--- config.mk ---
export PLATFORM = sky130hd
export DESIGN_NAME = dpram_w1r2_scheduler
export DESIGN_NICKNAME = d
export VERILOG_FILES = /design/src/rtl/dpram_w1r2_scheduler_pkg.sv /design/src/rtl/dpram_w1r2_wr_arb.sv /design/src/rtl/dpram_w1r2_scheduler.sv
export SDC_FILE = /design/constraint.sdc
export NUM_CORES = 1
export LEC_CHECK = 0
export ABC_AREA = 1
export BUFFER_PORTS_ARGS = -buffer_cell sky130_fd_sc_hd__buf_2
export CAP_MARGIN = 25
export CORE_UTILIZATION = 45
export CTS_CLUSTER_SIZE = 8
export DETAILED_ROUTE_END_ITERATION = 10
export PLACE_DENSITY_LB_ADDON = 0.1
export SYNTH_ARGS = -nofsm -noshare
export SYNTH_HDL_FRONTEND = slang
export SYNTH_HIERARCHICAL = 1
export SYNTH_SLANG_ARGS = --single-unit
--- constraint.sdc ---
create_clock -name clk -period 1.6 [get_ports clk]
set_input_delay 0.16 -clock clk [delete_from_list [all_inputs] [get_ports clk]]
set_output_delay 0.16 -clock clk [all_outputs]
set_load 0.01 [all_outputs]
--- src/rtl/dpram_w1r2_scheduler_pkg.sv ---
// Shared types and constants for the W1R2 dual-port RAM scheduler.
package dpram_w1r2_scheduler_pkg;

  // Burst read sequencer states.
  typedef enum logic [1:0] {
    StIdle  = 2'd0,
    StRun   = 2'd1,
    StDrain = 2'd2
  } rd_state_e;

  // Write requester indices.
  localparam logic REQ0 = 1'b0;
  localparam logic REQ1 = 1'b1;

endpackage

--- src/rtl/dpram_w1r2_wr_arb.sv ---
// Two-requester round-robin arbiter for the RAM write port; all outputs registered.
module dpram_w1r2_wr_arb
  import dpram_w1r2_scheduler_pkg::*;
#(
  parameter int unsigned address_width = 10,
  parameter int unsigned data_width    = 8
) (
  input  logic                     clk,
  input  logic                     reset,
  input  logic                     req0_wr,
  input  logic [address_width-1:0] req0_addr,
  input  logic [data_width-1:0]    req0_data,
  output logic                     req0_ack,
  input  logic                     req1_wr,
  input  logic [address_width-1:0] req1_addr,
  input  logic [data_width-1:0]    req1_data,
  output logic                     req1_ack,
  output logic                     ram_wren,
  output logic [address_width-1:0] ram_wr_addr,
  output logic [data_width-1:0]    ram_wr_data
);

  logic                     wren_q;
  logic                     ack0_q;
  logic                     ack1_q;
  logic [address_width-1:0] addr_q;
  logic [data_width-1:0]    data_q;
  logic                     last_q;

  logic elig0;
  logic elig1;
  logic grant;
  logic pick;

  // A requester acked this cycle is ineligible so a held request is written once.
  assign elig0 = req0_wr & ~ack0_q;
  assign elig1 = req1_wr & ~ack1_q;

  // Choose the winner; on a tie the requester not granted last wins.
  always_comb begin
    grant = elig0 | elig1;
    pick  = REQ0;
    if (elig0 && elig1) begin
      pick = (last_q == REQ0) ? REQ1 : REQ0;
    end else if (elig1) begin
      pick = REQ1;
    end
  end

  // Register the grant, write command and round-robin history.
  always_ff @(posedge clk or posedge reset) begin
    if (reset) begin
      wren_q <= 1'b0;
      ack0_q <= 1'b0;
      ack1_q <= 1'b0;
      addr_q <= '0;
      data_q <= '0;
      last_q <= REQ1;
    end else begin
      wren_q <= grant;
      ack0_q <= grant && (pick == REQ0);
      ack1_q <= grant && (pick == REQ1);
      if (grant) begin
        addr_q <= (pick == REQ1) ? req1_addr : req0_addr;
        data_q <= (pick == REQ1) ? req1_data : req0_data;
        last_q <= pick;
      end
    end
  end

  assign ram_wren    = wren_q;
  assign req0_ack    = ack0_q;
  assign req1_ack    = ack1_q;
  assign ram_wr_addr = addr_q;
  assign ram_wr_data = data_q;

endmodule

--- src/rtl/dpram_w1r2_scheduler.sv ---
// Front-end for a single-width-write / double-width-read RAM: write arbitration
// plus a burst read sequencer stepping the read address by two.
module dpram_w1r2_scheduler
  import dpram_w1r2_scheduler_pkg::*;
#(
  parameter int unsigned address_width = 10,
  parameter int unsigned data_width    = 8
) (
  input  logic                       clk,
  input  logic                       reset,
  input  logic                       req0_wr,
  input  logic [address_width-1:0]   req0_addr,
  input  logic [data_width-1:0]      req0_data,
  output logic                       req0_ack,
  input  logic                       req1_wr,
  input  logic [address_width-1:0]   req1_addr,
  input  logic [data_width-1:0]      req1_data,
  output logic                       req1_ack,
  output logic                       ram_wren,
  output logic [address_width-1:0]   ram_wr_addr,
  output logic [data_width-1:0]      ram_wr_data,
  input  logic                       rd_start,
  input  logic [address_width-1:0]   rd_addr,
  input  logic [address_width-1:0]   rd_count,
  output logic                       rd_busy,
  output logic [address_width-1:0]   ram_rd_addr,
  input  logic [2*data_width-1:0]    ram_q,
  output logic [2*data_width-1:0]    rd_data,
  output logic                       rd_valid,
  output logic                       rd_done
);

  localparam logic [address_width-1:0] AddrOne  = address_width'(1);
  localparam logic [address_width-1:0] AddrStep = address_width'(2);

  dpram_w1r2_wr_arb #(
    .address_width(address_width),
    .data_width   (data_width)
  ) u_wr_arb (
    .clk        (clk),
    .reset      (reset),
    .req0_wr    (req0_wr),
    .req0_addr  (req0_addr),
    .req0_data  (req0_data),
    .req0_ack   (req0_ack),
    .req1_wr    (req1_wr),
    .req1_addr  (req1_addr),
    .req1_data  (req1_data),
    .req1_ack   (req1_ack),
    .ram_wren   (ram_wren),
    .ram_wr_addr(ram_wr_addr),
    .ram_wr_data(ram_wr_data)
  );

  rd_state_e                state_q, state_d;
  logic [address_width-1:0] addr_q, addr_d;
  logic [address_width-1:0] remaining_q, remaining_d;
  logic                     valid_q;
  logic                     done_q;
  logic                     issue;
  logic                     last;

  // Sequencer next state; issue marks a RAM read launched this cycle.
  always_comb begin
    state_d     = state_q;
    addr_d      = addr_q;
    remaining_d = remaining_q;
    issue       = 1'b0;
    last        = 1'b0;
    unique case (state_q)
      StIdle: begin
        if (rd_start && (rd_count != '0)) begin
          addr_d      = rd_addr;
          remaining_d = rd_count - AddrOne;
          state_d     = StRun;
        end
      end
      StRun: begin
        issue = 1'b1;
        if (remaining_q == '0) begin
          last    = 1'b1;
          state_d = StDrain;
        end else begin
          addr_d      = addr_q + AddrStep;
          remaining_d = remaining_q - AddrOne;
        end
      end
      StDrain: begin
        state_d = StIdle;
      end
      default: begin
        state_d = StIdle;
      end
    endcase
  end

  // Sequencer state plus the one-cycle valid/done delay matching RAM latency.
  always_ff @(posedge clk or posedge reset) begin
    if (reset) begin
      state_q     <= StIdle;
      addr_q      <= '0;
      remaining_q <= '0;
      valid_q     <= 1'b0;
      done_q      <= 1'b0;
    end else begin
      state_q     <= state_d;
      addr_q      <= addr_d;
      remaining_q <= remaining_d;
      valid_q     <= issue;
      done_q      <= last;
    end
  end

  assign rd_busy     = (state_q != StIdle);
  assign ram_rd_addr = addr_q;
  assign rd_data     = ram_q;
  assign rd_valid    = valid_q;
  assign rd_done     = done_q;

endmodule

==> metrics list <==
- Master cell of the clock root buffer: clkbuf_8
- TritonCTS built the clock tree.
* Setup Viol. Count Final: 0
* Number of hold-slack violations in the final timing report: 0
- Area taken by multi-input logic gates: 1338 µm²
* Area inside the core boundary: 6350 µm²
- Critical Path Start: state_q[0]$_DFFE_PP0P_
- Synthesis handed over a netlist of 408 instances.
* Worst hold path type: in -> reg
- Primary FF master, synth: dfrtp_1
- In this run the power density over the cells is 856.0 nW/µm².
- Reg power frac: 45.7%
- Starting utilization of the core area: 46.46%
* Asr flop ratio synth: 100.0%
- After layout, the worst setup slack is 0.01628 ns.
* Residual overflow from global routing: 0
- Filler cell count: 633
* First drt pass iteration count: 4
- Worst setup EP type: flop
* Status: complete, no violations
- Number of routed nets with antenna violations: 0
- Counting both buffers and inverters, the worst setup path holds a total of 1.
- Source-to-sink clock delay at the later pin of the worst-skew pair: 0.30 ns
- I/O Buffers: 94
- The floorplan step defined a die boundary enclosing 6884 µm².
- Sequential cell area: 1154 µm²
* Maximum VDD drop: 542.2 µV
* Number of maximum-capacitance constraint violations: 0
- For this run, design rule violations remaining after detail routing come to 0.
* Portion of the post-synthesis area used by sequential elements: 39.06%
- Prior to clock tree synthesis, the placed netlist has a worst setup slack of 0.0003499 ns.
- Counting every sink on the clock net gives 46.
* Leak pwr: 2.019 nW
- WP data required: 1.79 ns
- Area growth, synth to finish: 21.29%
- Fraction of power consumed by the clock network: 28.6%
* Synth Net Count: 487
- The signal on the critical path passes through buf_4 -> nand3_1 -> nand2_2 -> ha_2 -> nand2_2 -> o21bai_1 -> o21ai_0 -> nand2_1 -> o21ai_0.
- Number of distinct library cells after synthesis: 31
- The routed layout has 2,797 vias.
- With fillers left out, the area of the finished cells amounts to 3578 µm².
- Yosys mapped a number of flops with a built-in enable equal to 0.
- Antenna violations before repair: 0
- Kind of cell adding the most delay to the critical path: flip-flops
- Average size of a mapped cell: 7.231 µm²
- Counting tap cells, the placed design contains a total of 562 instances.
- The slowest stage of the critical path belongs to the cell dfrtp_2.
- Number of violations reported at the end of detailed-routing iteration 0: 74
- Switching power as a share of total power: 31.18%
- Crit-path max FO: 4
- 0 antenna diodes ended up in the layout.
* CTS max path bufs: 2
* RSZ-0062 raised after global routing: true
- Routed wirelength normalized by instance count: 12.10 µm
- The worst setup path is launched from a flop.
- The worst path needs 1.584 ns of the cycle, external delays included.
- Detailed placement finished with a half-perimeter wire length of 5.046 mm.
- For the pin with the worst max-slew slack, the measured transition is 0.3772 ns.
- Final hold slack: 0.08216 ns
- Site row count: 29
* Pin count of the biggest net entering global routing: 25
* Die Span X: 82.97 µm
* NetSw: 0.9552 mW
- Headroom to the max-slew limit came out at 74.76%.
- Using the TritonRoute via totals, the vias-per-cell ratio works out to 4.864.
* Routability congestion estimate from global placement: 0.8864
- Via count of the first global-routing pass: 2,729
- Share of layout cells above drive strength 1: 30.92%
- Fin util: 56.35%
* Setup slack on the worst flop-to-flop path: 0.02 ns
- Final non-filler cell total: 575
- Combinational power share: 25.7%
- Data arrives at the worst endpoint at 1.78 ns.
- Internal power contribution: 2.108 mW
* Fraction of the cycle the final worst path needs: 98.98%
* Synth warnings: 6
- Cell area reported after detailed placement: 3358 µm²
- In this design, the stage delay of the slowest critical-path cell is 0.42 ns.
* Total track usage: 21.50%
- The routed design has 6.960 mm of wire.
- Setup Total Neg Slack: 0 ns
- Total power for the finished layout comes to 3.063 mW.
- The first global-routing pass estimated 12.16 mm of wire.
* Net count reported at finish: 576
- In this run the cell area of the synthesized design comes to 2950 µm².
* Final max-slew violation count: 0
* Category of the most critical setup path: reg -> reg
- The clock tree synthesis step divided the H-tree into 2 levels.
* Number of buffers inserted during clock tree synthesis: 5
- For this design the top-level I/O count stands at 127.
* Reg-to-Reg Start: state_q[0]$_DFFE_PP0P_
- Clock slew seen by the registers of the worst setup and hold paths: 0.09 ns
- The die is 82.97 µm tall.
- Highest clock rate: 631.4 MHz
* Largest clock skew in the final design: 0.01182 ns
- In this run, synthesis produced a sequential element count of 46.
- HP Start: req0_addr[5]
## cell type report
cell class | instances | share of cell area (%)
tap | 77 | 2.692
sequential | 46 | 32.24
multi-input combinational | 270 | 37.38
inverter | 59 | 6.189
timing repair buffer | 115 | 18.43
clock inverter | 2 | 1.049
clock buffer | 6 | 2.028
## synth_stat cells, types with 2 or more instances
cell	instances	share of area, %
buf_2	3	0.51
buf_4	18	4.6
buf_6	8	3.1
buf_8	2	1.0
dfrtp_1	45	38
ha_1	2	0.85
inv_1	56	7.1
inv_2	3	0.38
nand2_1	129	16
nand2_2	4	0.85
nand3_1	76	13
nand3_2	3	1.0
nand3b_1	4	1.0
nand4_1	4	0.85
nor2_1	12	1.5
nor2_2	4	0.85
nor3_1	2	0.34
o21ai_0	15	2.5
o21ai_1	2	0.34
o21ai_2	5	1.5
## cells by family (layout without fill, tap and decap cells)
logic type	after synthesis	after routing	share of synthesized area, %
adders and majority gates	2	2	0.8480
and+or+nand+nor	241	241	36.73
buffers and inverters	92	182	17.81
DFF	46	46	39.06
AOI/OAI and AO/OA	27	27	5.556
## what timing repair did
item | 4_1_cts | 5_1_grt
hold buffers | 1 | 0
pin swaps | 0 | 2
buffers inserted | 0 | 4
endpoints found under the hold margin | 45 | 0
setup endpoints to repair | 2 | 19
gates resized for setup | 1 | 16
## registers in the layout, indices dropped and copies added, names as in the netlist
signal and flops:
ram_rd_addr 10, rd_done 1, rd_valid 1, remaining_q 10, state_q 2, u_wr_arb/last_q 1, u_wr_arb/ram_wr_addr 10, u_wr_arb/ram_wr_data 8
u_wr_arb/ram_wren 1, u_wr_arb/req0_ack 1, u_wr_arb/req1_ack 1
## worst min-delay path, cell delays in order
cell and delay [ns]:
buf_2 0.07, nand3_1 0.06, nand2_1 0.06
## power groups by stage
stage                     logic (mW)  clock network [mW]  registers [mW]
final                          0.787               0.877            1.40
after detailed placement       0.794                   0            1.42
after CTS                      0.800               0.899            1.40
after floorplan                0.507                   0            1.50
after global routing           0.897               0.954            1.43
after global placement         0.784                   0            1.42
## path summary, 6_finish.rpt
path	to	cells past startpoint
max in group asynchronous	u_wr_arb/last_q$_DFFE_PP1N_	4
min in group asynchronous	u_wr_arb/req1_ack$_DFF_PP0_	4
hold / removal	u_wr_arb/ram_wr_addr[5]$_DFFE_PP0N_	3
setup reg to reg	remaining_q[4]$_DFFE_PP0P_	9
setup / recovery	remaining_q[4]$_DFFE_PP0P_	9
hold reg to reg	ram_rd_addr[0]$_DFFE_PP0P_	2
## per-layer routing
layer,track usage (%),wire length (µm),vias up
met1,26.59,3025,1250
met2,38.90,3475,98
met5,0,0,-
met4,4.232,55,0
met3,4.175,403,7
li1,-,-,1442
## layout by cell type (no fill, tap or decap), types with 2 or more instances in the layout
| cell type | n |
|---|---|
| inv_2 | 3 |
| buf_12 | 2 |
| o21ai_1 | 2 |
| o21ai_4 | 2 |
| inv_1 | 56 |
| nand4_1 | 4 |
| nand2_1 | 124 |
| dfrtp_1 | 44 |
| nor2_2 | 4 |
| buf_4 | 17 |
| buf_2 | 94 |
| nand2_2 | 7 |
| o21ai_0 | 15 |
| nor2_4 | 2 |
| nor3_1 | 2 |
| o21ai_2 | 3 |
| nand3_2 | 4 |
| nor2_1 | 11 |
| nand3_1 | 74 |
| nand3b_1 | 4 |
| nand2_4 | 3 |
| clkbuf_8 | 5 |
No activity file was read; power rests on OpenSTA's default activity.
